## src/rtl/data_scrambler_par_if.sv

```systemverilog
// Beat-level valid/ready bus for data_scrambler_par.
// Carries the input stream and the scrambled output stream.
interface data_scrambler_par_if #(
    parameter int DW = 8
);
    logic          in_valid;
    logic          in_ready;
    logic [DW-1:0] in_data;
    logic          in_last;
    logic          out_valid;
    logic          out_ready;
    logic [DW-1:0] out_data;
    logic          out_last;

    modport master (
        output in_valid, in_data, in_last, out_ready,
        input  in_ready, out_valid, out_data, out_last
    );

    modport slave (
        input  in_valid, in_data, in_last, out_ready,
        output in_ready, out_valid, out_data, out_last
    );
endinterface

```

## src/rtl/data_scrambler_par.sv

```systemverilog
// 802.11a scrambler/descrambler, S(x) = x^7 + x^4 + 1, DW bits per beat.
// Define SCRAM_SEED_RECOV_EN to enable RX seed recovery from SERVICE zeros.
module data_scrambler_par #(
    parameter int         DW       = 8,
    parameter logic [6:0] SEED_DEF = 7'b1011101
) (
    input  logic                 sys_clk,
    input  logic                 sys_rstn,
    input  logic                 scram_load,
    input  logic                 scram_mode,
    input  logic [6:0]           scram_seed,
    data_scrambler_par_if.slave  bus,
    output logic                 seed_lock,
    output logic [6:0]           seed_rec
);

    typedef enum logic [1:0] {
        ST_IDLE    = 2'd0,
`ifdef SCRAM_SEED_RECOV_EN
        ST_RECOVER = 2'd1,
`endif
        ST_RUN     = 2'd2
    } state_t;

    state_t          r_state;
    logic [6:0]      r_lfsr;
    logic            r_out_valid;
    logic [DW-1:0]   r_out_data;
    logic            r_out_last;

    logic            w_accept;
    logic [6:0]      w_seed_ld;
    logic [6:0]      w_lfsr_nxt;
    logic [DW-1:0]   w_dout;
    logic            w_fb;

`ifdef SCRAM_SEED_RECOV_EN
    logic [2:0]      r_rec_cnt;
    logic            r_seed_lock;
    logic [6:0]      r_seed_rec;
    logic [2:0]      w_rec_cnt;
    logic            w_lock_now;
    logic [6:0]      w_lock_state;
    logic            w_recover;

    assign w_recover = (r_state == ST_RECOVER);
    assign seed_lock = r_seed_lock;
    assign seed_rec  = r_seed_rec;
`else
    logic            w_unused;

    // Without recovery both modes start from the port seed.
    assign w_unused  = scram_mode;
    assign seed_lock = 1'b0;
    assign seed_rec  = 7'd0;
`endif

    assign w_seed_ld    = (scram_seed == 7'd0) ? SEED_DEF : scram_seed;
    assign bus.in_ready = (r_state != ST_IDLE) && !scram_load &&
                          (!r_out_valid || bus.out_ready);
    assign w_accept     = bus.in_valid && bus.in_ready;

    assign bus.out_valid = r_out_valid;
    assign bus.out_data  = r_out_data;
    assign bus.out_last  = r_out_last;

    // Unroll the serial LFSR over one beat, bit 0 first.
    always_comb begin
        w_lfsr_nxt   = r_lfsr;
        w_dout       = '0;
        w_fb         = 1'b0;
`ifdef SCRAM_SEED_RECOV_EN
        w_rec_cnt    = r_rec_cnt;
        w_lock_now   = 1'b0;
        w_lock_state = r_seed_rec;
`endif
        for (int i = 0; i < DW; i++) begin
`ifdef SCRAM_SEED_RECOV_EN
            if (w_recover && (w_rec_cnt != 3'd0)) begin
                w_lfsr_nxt = {w_lfsr_nxt[5:0], bus.in_data[i]};
                w_rec_cnt  = w_rec_cnt - 3'd1;
                if (w_rec_cnt == 3'd0) begin
                    w_lock_now   = 1'b1;
                    w_lock_state = w_lfsr_nxt;
                end
            end else begin
                w_fb       = w_lfsr_nxt[6] ^ w_lfsr_nxt[3];
                w_dout[i]  = bus.in_data[i] ^ w_fb;
                w_lfsr_nxt = {w_lfsr_nxt[5:0], w_fb};
            end
`else
            w_fb       = w_lfsr_nxt[6] ^ w_lfsr_nxt[3];
            w_dout[i]  = bus.in_data[i] ^ w_fb;
            w_lfsr_nxt = {w_lfsr_nxt[5:0], w_fb};
`endif
        end
    end

    // Frame FSM, LFSR state and the registered output beat.
    always_ff @(posedge sys_clk or negedge sys_rstn) begin
        if (!sys_rstn) begin
            r_state     <= ST_IDLE;
            r_lfsr      <= 7'd0;
            r_out_valid <= 1'b0;
            r_out_data  <= '0;
            r_out_last  <= 1'b0;
`ifdef SCRAM_SEED_RECOV_EN
            r_rec_cnt   <= 3'd0;
            r_seed_lock <= 1'b0;
            r_seed_rec  <= 7'd0;
`endif
        end else begin
            if (w_accept) begin
                r_out_valid <= 1'b1;
                r_out_data  <= w_dout;
                r_out_last  <= bus.in_last;
            end else if (bus.out_ready) begin
                r_out_valid <= 1'b0;
            end

            if (scram_load) begin
`ifdef SCRAM_SEED_RECOV_EN
                r_seed_lock <= 1'b0;
                if (scram_mode) begin
                    r_rec_cnt <= 3'd7;
                    r_state   <= ST_RECOVER;
                end else begin
                    r_lfsr    <= w_seed_ld;
                    r_state   <= ST_RUN;
                end
`else
                r_lfsr  <= w_seed_ld;
                r_state <= ST_RUN;
`endif
            end else if (w_accept) begin
                r_lfsr <= w_lfsr_nxt;
`ifdef SCRAM_SEED_RECOV_EN
                r_rec_cnt <= w_rec_cnt;
                if (w_lock_now) begin
                    r_seed_rec  <= w_lock_state;
                    r_seed_lock <= 1'b1;
                end
`endif
                if (bus.in_last) begin
                    r_state <= ST_IDLE;
`ifdef SCRAM_SEED_RECOV_EN
                end else if (w_lock_now) begin
                    r_state <= ST_RUN;
`endif
                end
            end
        end
    end

endmodule

```

## src/flat_wrapper.sv

```systemverilog
// flat-port wrapper written by rule: the top's interface ports become plain ports
module data_scrambler_par_flat 
#(
    parameter int         DW       = 8,
    parameter logic [6:0] SEED_DEF = 7'b1011101
)
  (sys_clk, sys_rstn, scram_load, scram_mode, scram_seed, seed_lock, seed_rec, bus_in_valid, bus_in_data, bus_in_last, bus_out_ready, bus_in_ready, bus_out_valid, bus_out_data, bus_out_last);
  data_scrambler_par_if #(.DW(DW)) bus_i ();
  input  logic sys_clk;
  input  logic sys_rstn;
  input  logic scram_load;
  input  logic scram_mode;
  input  logic [6:0] scram_seed;
  output logic seed_lock;
  output logic [6:0] seed_rec;
  input wire logic [$bits(bus_i.in_valid)-1:0] bus_in_valid;
  input wire logic [$bits(bus_i.in_data)-1:0] bus_in_data;
  input wire logic [$bits(bus_i.in_last)-1:0] bus_in_last;
  input wire logic [$bits(bus_i.out_ready)-1:0] bus_out_ready;
  output wire logic [$bits(bus_i.in_ready)-1:0] bus_in_ready;
  output wire logic [$bits(bus_i.out_valid)-1:0] bus_out_valid;
  output wire logic [$bits(bus_i.out_data)-1:0] bus_out_data;
  output wire logic [$bits(bus_i.out_last)-1:0] bus_out_last;
  assign bus_i.in_valid = bus_in_valid;
  assign bus_i.in_data = bus_in_data;
  assign bus_i.in_last = bus_in_last;
  assign bus_i.out_ready = bus_out_ready;
  assign bus_in_ready = bus_i.in_ready;
  assign bus_out_valid = bus_i.out_valid;
  assign bus_out_data = bus_i.out_data;
  assign bus_out_last = bus_i.out_last;
  data_scrambler_par #(.DW(DW), .SEED_DEF(SEED_DEF)) u_core (.sys_clk(sys_clk), .sys_rstn(sys_rstn), .scram_load(scram_load), .scram_mode(scram_mode), .scram_seed(scram_seed), .bus(bus_i), .seed_lock(seed_lock), .seed_rec(seed_rec));
endmodule
```

## config.mk

```make
export PLATFORM = sky130hd
export DESIGN_NAME = data_scrambler_par_flat
export DESIGN_NICKNAME = d
export VERILOG_FILES = /design/src/rtl/data_scrambler_par_if.sv /design/src/rtl/data_scrambler_par.sv /design/src/flat_wrapper.sv
export SDC_FILE = /design/constraint.sdc
export NUM_CORES = 1
export LEC_CHECK = 0
export CAP_MARGIN = 20
export CELL_PAD_IN_SITES_DETAIL_PLACEMENT = 0
export CELL_PAD_IN_SITES_GLOBAL_PLACEMENT = 1
export CORE_MARGIN = 1.5
export CORE_UTILIZATION = 30
export CTS_CLUSTER_DIAMETER = 150
export DETAILED_ROUTE_END_ITERATION = 10
export PLACE_DENSITY = 0.77
export SYNTH_ARGS = -nofsm -noshare
export SYNTH_HDL_FRONTEND = slang
export SYNTH_SLANG_ARGS = --single-unit
export TNS_END_PERCENT = 20
```

## constraint.sdc

```tcl
create_clock -name sys_clk -period 3 [get_ports sys_clk]
set_input_delay 0.6 -clock sys_clk [delete_from_list [all_inputs] [get_ports sys_clk]]
set_output_delay 0.6 -clock sys_clk [all_outputs]
set_load 0.02 [all_outputs]
```

; ---- After elaboration in Yosys (flattened, before gate mapping)
; Index checks and enable logic that the tools add are counted.
[word_totals]
out_inout_bits = 19
elab_cells = 41
regBits = 19
inputBits = 22
[op_classes]
mux = 8
reduce_logical = 12
bitwise = 16
[op_table]
columns = cell, count
row1 = 7-bit 2-to-1 mux, 3
row2 = 1-bit XOR, 16
row3 = 2-bit nonzero test, 4
row4 = 7-bit zero test, 1
row5 = 2-bit 2-to-1 mux, 3
row6 = 1-bit logical AND, 3
row7 = 1-bit zero test, 2
row8 = 1-bit 2-to-1 mux, 2
row9 = 2-bit AND reduction, 1
row10 = 1-bit logical OR, 1

; ---- Logic depth before layout (Yosys ltp)
; Gate-level depths: netlist of run 1.
[depth]
ltp_word = 6
ltp_mapped = 4

; ---- Worst setup path before layout of run 1
; Ideal clock, no wire load.
[synth_path]
path_type = input to output
startpoint = input port bus_out_ready
endpoint = output port bus_in_ready
arrival_time_ns = 1.173
stages = 3
path_buffers = 1
t_required_ns = 2.400
path_slack_ns = 1.227
cell_sequence = nand2b_1 > clkbuf_1 > and3_1
[synth_via]
elab_chain_cells = 2
[synth_rtl]
columns = item, line
row1 = from (decl), flat_wrapper.sv:19  ; input wire logic [$bits(bus_i.out_ready)-1:0] bus_out_ready;
row2 = 1-bit logical OR, data_scrambler_par.sv:60  ; (!r_out_valid || bus.out_ready);
row3 = 1-bit logical AND, data_scrambler_par.sv:59  ; assign bus.in_ready = (r_state != ST_IDLE) && !scram_load &&
row4 = to (decl), flat_wrapper.sv:20  ; output wire logic [$bits(bus_i.in_ready)-1:0] bus_in_ready;
; No other way between the ends.

; ---- Final worst setup path of run 1
; Same ends and word-level chain as after synthesis.

==> metrics.md, run 1 <==
| Metric | Value |
|---|---|
| Data arrival, critical path | 2010 ps |
| Crit Path Max Fanout | 2 |
| TritonCTS Sinks | 18 |
| WL final | 2.35 mm |
| Max_cap viols | 0 |
| Clock Path Buffers | 2 |
| Hold buffer count at cts | 0 |
| Root Buffer | clkbuf_4 |
| Number of fill cells | 339 |
| Synth area leaders | dfrtp_1 (41%), xnor2_1 (10%), mux2_2 (8.2%) |
| Crit share post-route | 87.0% |
| Final cell count without fillers | 178 |
| Max-slew violation count | 0 |
| Htree depth | 1 |
| Drt wl/cell | 13.2 um |
| Worst stage delay on the critical path | 600 ps |
| Mapped Area | 1100 um^2 |
| Row count | 21 |
| Dominant cell type by area after synthesis | dfrtp_1 |
| Initial core utilization | 32.2% |
| Setup Fix Bufs, Post-CTS | 0 |
| Cell count after synthesis | 103 |
| Die ar. | 4040 um^2 |
| N_diodes | 0 |
| Pre-CTS setup slack | 402 ps |
| Status | finished clean |
| Worst hold-check path type | reg2reg |
| Crit-path cells | clkdlybuf4s50_1 -> nand2b_1 -> and3_1 -> clkdlybuf4s50_1 |
| Placed Cells | 174 |
| Sequential area share after synthesis | 40.9% |
| Placed Area | 1410 um^2 |
| Vias per cell | 4.80 |
| Final WS setup | 391 ps |
| Post-CTS sizing | 0 |
| Fmax | 383 MHz |
| Final Hold Violating Endpoints | 0 |
| TNS Setup | 0 ps |
| Final min period | 2610 ps |
| Slowest-stage cell, CP | clkdlybuf4s50_1 |
| Commonest cells post-synth | dfrtp_1 (18), xnor2_1 (13), buf_4 (8), mux2_2 (8), xor2_1 (6) |
| Fraction of layout cells with a size suffix above 1 | 12.9% |
| Initial antenna violation count | 0 |
| Power per cell area | 657 nW/um^2 |
| Layout overhead on the synthesized area | 31.5% |
| RSZ-0062 raised after global routing | no |
| First-pass GRT wire length | 4.26 mm |
| Synth top area share | 40.9% |
| CP endpoint kind | output port |
| Cell repeated most along the worst path | clkdlybuf4s50_1 |
| Core area | 3420 um^2 |
| Gpl congestion | 0.884 |
| Grt total ovfl | 0 |
| GRT Total Usage | 13.5% |
| P_leak | 0.562 nW |
| Post-synth ARST share | 100% |
| Count of different cell masters after synthesis | 35 |
| Final setup violation count | 0 |
| Initial DRT Pass Iterations | 4 |
| Final Util | 42.4% |
| Worst path required time | 2400 ps |
| Hpwl dp | 1.84 mm |
| Register area | 450 um^2 |
| Synthesized flop and latch total | 18 |
| Largest net degree at the start of global routing | 19 |
| Maximum VDD drop | 0.000129 V |
| # IOs | 41 |
| DRT iter0 DRCs | 22 |
| Tightest Pin Transition | 817 ps |
| CP Class | in2out |
| Drt drc | 0 |
| Avg Cell Area, Syn | 10.7 um^2 |
| Number of global-route vias before repair | 886 |
| Clock latency on the worst-skew pair | 300 ps |
| Clk slew on worst S/H paths | 100 ps |
| Area of the multi-input gates | 571 um^2 |
| DRT antenna net count | 0 |
| Crit path launch type | input port |
| Height of the die | 63.6 um |
| Skew final | 3.52 ps |
| TritonCTS clock tree | yes |
| Yosys warns | 0 |
| NumNets Final | 155 |
| Number of synthesized flops with an enable pin | 0 |
| Vias after detailed routing | 855 |
| Design Area, Final | 1450 um^2 |
| Most frequent cell after synthesis | dfrtp_1 |
| Rel. slew slack | 45.3% |
| Primary FF master, synth | dfrtp_1 |
| Num CTS Buffers | 3 |
| Die width | 63.6 um |
| Port Buffer Count | 31 |
cell type report:
class	count	area share [%]
Inverter	2	0.519
Clock buffer	4	2.51
Multi-Input combinational cell	75	39.4
Timing Repair Buffer	33	22.5
Tap cell	46	3.98
Sequential cell	18	31.1
per-layer routing:
layer	part of all wire [%]	global-route usage, %
met3	6.8	3.57
met2	45	21.7
met1	46	17.5
met5	0	0
met4	1.3	4.35
per-stage QoR:
step	hold slack [ps]	power, W
after floorplan	304	0.000635
after global placement	489	0.000800
after detailed placement	496	0.000810
after CTS	522	0.000964
after global routing	553	0.00102
final	514	0.000952
final timing paths:
kind,from,endpoint,cells after the start,slack (ps)
setup / recovery,bus_out_ready,bus_in_ready,4,390
hold / removal,u_core.bus.out_data[5],u_core.bus.out_data[5],1,510
setup reg to reg,u_core.bus.out_valid,u_core.bus.out_data[1],3,1390
hold reg to reg,u_core.bus.out_data[5],u_core.bus.out_data[5],1,510
max in group asynchronous,sys_rstn,u_core.bus.out_data[5],1,1730
min in group asynchronous,sys_rstn,u_core.bus.out_data[0],1,760
cell families after synthesis:
group,synth area share [%]
AND/OR/NAND/NOR,11.4
buffers and inverters,9.66
multiplexers,9.55
other,0.341
AO/OA/AOI/OAI,13.1
XOR/XNOR,15.1
flip-flops,40.9
where the power goes:
| part | internal, W | switching, W |
|---|---|---|
| sequential | 0.000314 | 0.0000519 |
| combinational | 0.000238 | 0.000196 |
| clock | 0.0000741 | 0.0000774 |
registers in the layout, summed over array words and instances (netlist names):
signal / count
u_core.r_state: 1
u_core.bus.out_last: 1
u_core.bus.out_data: 8
u_core.bus.out_valid: 1
u_core.r_lfsr: 7
placed cells by master, fill, tap and decap left out, drive strengths merged, types with 2 or more instances in the layout:
cell           instances
a211oi                 2
a21boi                 2
a21oi                  2
a31oi                  2
and3                   2
buf                    2
clkbuf                 4
clkdlybuf4s50         31
conb                   8
dfrtp                 18
inv                    2
mux2                   9
nand2                  2
nor2b                  2
nor3                   6
o31ai                  3
o32a                   3
or4                    2
xnor2                 13
xor2                   6
worst max-delay path: cells and delay by family:
kind / cells / cell delay [ps]
buf+inv: 2 / 1070
simple gates: 2 / 330
No activity file was read; power rests on OpenSTA's default activity.
==> run 2: changes to the inputs <==
- SLEW_MARGIN: not set -> 20
==> results of run 2 <==
No change in the layout: final DEF, timing and power equal those of run 1.
==> run 3: changes to the inputs <==
- REMOVE_ABC_BUFFERS: not set -> 1
- TNS_END_PERCENT: 20 -> not set
==> metrics.md, run 3 (synthesis gave the netlist of run 1 again) <==
| Metric | Value |
|---|---|
| DRT antenna net count | 0 (unchanged) |
| NumNets Final | 154 (-0.65%) |
| Num CTS Buffers | 3 (unchanged) |
| Final min period | 2730 ps (+118 ps) |
| Clock group share of total power | 16.1% (+0.2 points) |
| Crit share post-route | 90.9% (+3.9 points) |
| Clk slew on worst S/H paths | 110 ps (about the same) |
| Most common cell after layout, fill and taps aside | clkdlybuf4s50_1 |
| Pre-CTS setup slack | 266 ps (-137 ps) |
| Crit-path cells | clkdlybuf4s50_1 -> nand2b_1 -> and3_1 -> clkdlybuf4s50_1 |
| Height of the die | 63.6 um (unchanged) |
| Initial antenna violation count | 0 (unchanged) |
| Final setup violation count | 0 (unchanged) |
| Maximum VDD drop | 0.000153 V (+19%) |
| Max-slew violation count | 0 (unchanged) |
| Gpl congestion | 0.831 (-6.0%) |
| DRT iter0 DRCs | 27 (+23%) |
| RSZ-0062 raised after global routing | no |
| Slowest-stage cell, CP | clkdlybuf4s50_1 |
| Hold buffer count at cts | 0 (unchanged) |
| Fraction of layout cells with a size suffix above 1 | 12.2% (-0.67 points) |
| GRT Total Usage | 13.1% (-0.41 points) |
| Max_cap viols | 0 (unchanged) |
| Die width | 63.6 um (unchanged) |
| Vias after detailed routing | 833 (-2.6%) |
| Fmax | 367 MHz (-4.3%) |
| Clock Path Buffers | 2 (unchanged) |
| Switch share | 34.5% (+0.26 points) |
| Data arrival, critical path | 2130 ps (+120 ps) |
| Final Hold Violating Endpoints | 0 (unchanged) |
| Crit path buf inv count | 2 (unchanged) |
| Internal | 0.000625 W (-0.21%) |
| Skew final | 0.914 ps (-2.61 ps) |
| Initial DRT Pass Iterations | 4 (unchanged) |
| TritonCTS Sinks | 18 (unchanged) |
| Final Util | 42.2% (-0.22 points) |
| Tightest Pin Transition | 817 ps (-0.212 ps) |
| Logic gate share of total power | 45.5% (about the same) |
| Row count | 21 (unchanged) |
| # IOs | 41 (unchanged) |
| P_leak | 0.558 nW (-0.78%) |
| Worst hold-check path type | reg2reg |
| Leading cell types in the layout, fill and taps excluded | clkdlybuf4s50_1 (31), dfrtp_1 (18), xnor2_1 (13), mux2_2 (8), conb_1 (8) |
| Drt wl/cell | 13.2 um (about the same) |
| Rel. slew slack | 45.4% (about the same) |
| Largest net degree at the start of global routing | 19 (unchanged) |
| Final Total Pwr | 0.000953 W (+0.18%) |
| Initial core utilization | 32.2% (unchanged) |
| CP endpoint kind | output port |
| Htree depth | 1 (unchanged) |
| WL final | 2.34 mm (-0.64%) |
| Root Buffer | clkbuf_4 |
| Final WS setup | 273 ps (-118 ps) |
| Clock latency on the worst-skew pair | 290 ps (about the same) |
| Worst path required time | 2400 ps (about the same) |
| TNS Setup | 0 ps (unchanged) |
| Hpwl dp | 1.82 mm (-1.0%) |
| Vias per cell | 4.71 (-2.0%) |
| Psw | 0.000329 W (+0.94%) |
| Setup Fix Bufs, Post-CTS | 0 (unchanged) |
| Worst stage delay on the critical path | 590 ps (about the same) |
| Reg power frac | 38.5% (about the same) |
| Crit Path Max Fanout | 9 (+7) |
| Port Buffer Count | 31 (unchanged) |
| Delay-heaviest family, CP | buffers and inverters |
| Drt drc | 0 (unchanged) |
| Cell repeated most along the worst path | clkdlybuf4s50_1 |
| Number of fill cells | 344 (+1.5%) |
| CP Class | in2out |
| Number of global-route vias before repair | 874 (-1.4%) |
| Crit path launch type | input port |
| Layout overhead on the synthesized area | 30.8% |
| Status | finished clean |
| Die ar. | 4040 um^2 (unchanged) |
| Grt total ovfl | 0 (unchanged) |
| N_diodes | 0 (unchanged) |
| Max reg flops | 8 (unchanged) |
| First-pass GRT wire length | 4.17 mm (-1.9%) |
| Core area | 3420 um^2 (unchanged) |
| Power per cell area | 662 nW/um^2 (+0.71%) |
| TritonCTS clock tree | yes |
| Post-CTS sizing | 0 (unchanged) |
## run 3: changes by cell type in the layout (fill, tap and decap cells not counted)
cell | previous run | this run
buf_4 | 2 | 1
## run 3: area by class of cell
cell class                 instances  area, um^2  share of cell area, %
inverter                           2        7.51                  0.521
clock buffer                       4        36.3                   2.52
tap                               46        57.6                   4.00
multi-input combinational         75         571                   39.6
sequential                        18         450                   31.3
timing repair buffer              32         318                   22.1
## run 3: routing by layer
metal / part of all wire (%) / global-route usage [%] / wire length [um] / vias to the layer above
li1: - / - / - / 404
met1: 44 / 16.6 / 1020 / 398
met2: 50 / 21.7 / 1160 / 29
met3: 6.3 / 3.75 / 148 / 2
met4: 0.30 / 3.26 / 7 / 0
met5: 0 / 0 / 0 / -
## run 3: metrics by stage
step           cells  hold slack [ps]  area, um^2
3_3_place_gp     173              488        1400
3_5_place_dp     173              496        1400
2_1_floorplan     95              304        1030
4_1_cts          177              521        1440
5_1_grt          177              535        1440
6_report         177              516        1440
## run 3: path summary, 6_finish.rpt
kind | from | to | slack (ps) | cells after the start
max | bus_out_ready | bus_in_ready | 270 | 4
min | u_core.bus.out_data[1] | u_core.bus.out_data[1] | 520 | 1
max reg2reg | u_core.bus.out_valid | u_core.bus.out_data[3] | 1410 | 3
min reg2reg | u_core.bus.out_data[1] | u_core.bus.out_data[1] | 520 | 1
max in group asynchronous | sys_rstn | u_core.r_lfsr[5] | 1730 | 1
min in group asynchronous | sys_rstn | u_core.bus.out_data[1] | 770 | 1
## run 3: power by group through the flow
stage | clock network [W] | logic, W | registers, W
6_report | 0.000153 | 0.000434 | 0.000367
5_1_grt | 0.000173 | 0.000469 | 0.000378
4_1_cts | 0.000157 | 0.000440 | 0.000369
3_5_place_dp | 0 | 0.000439 | 0.000374
3_3_place_gp | 0 | 0.000430 | 0.000368
2_1_floorplan | 0 | 0.000179 | 0.000438
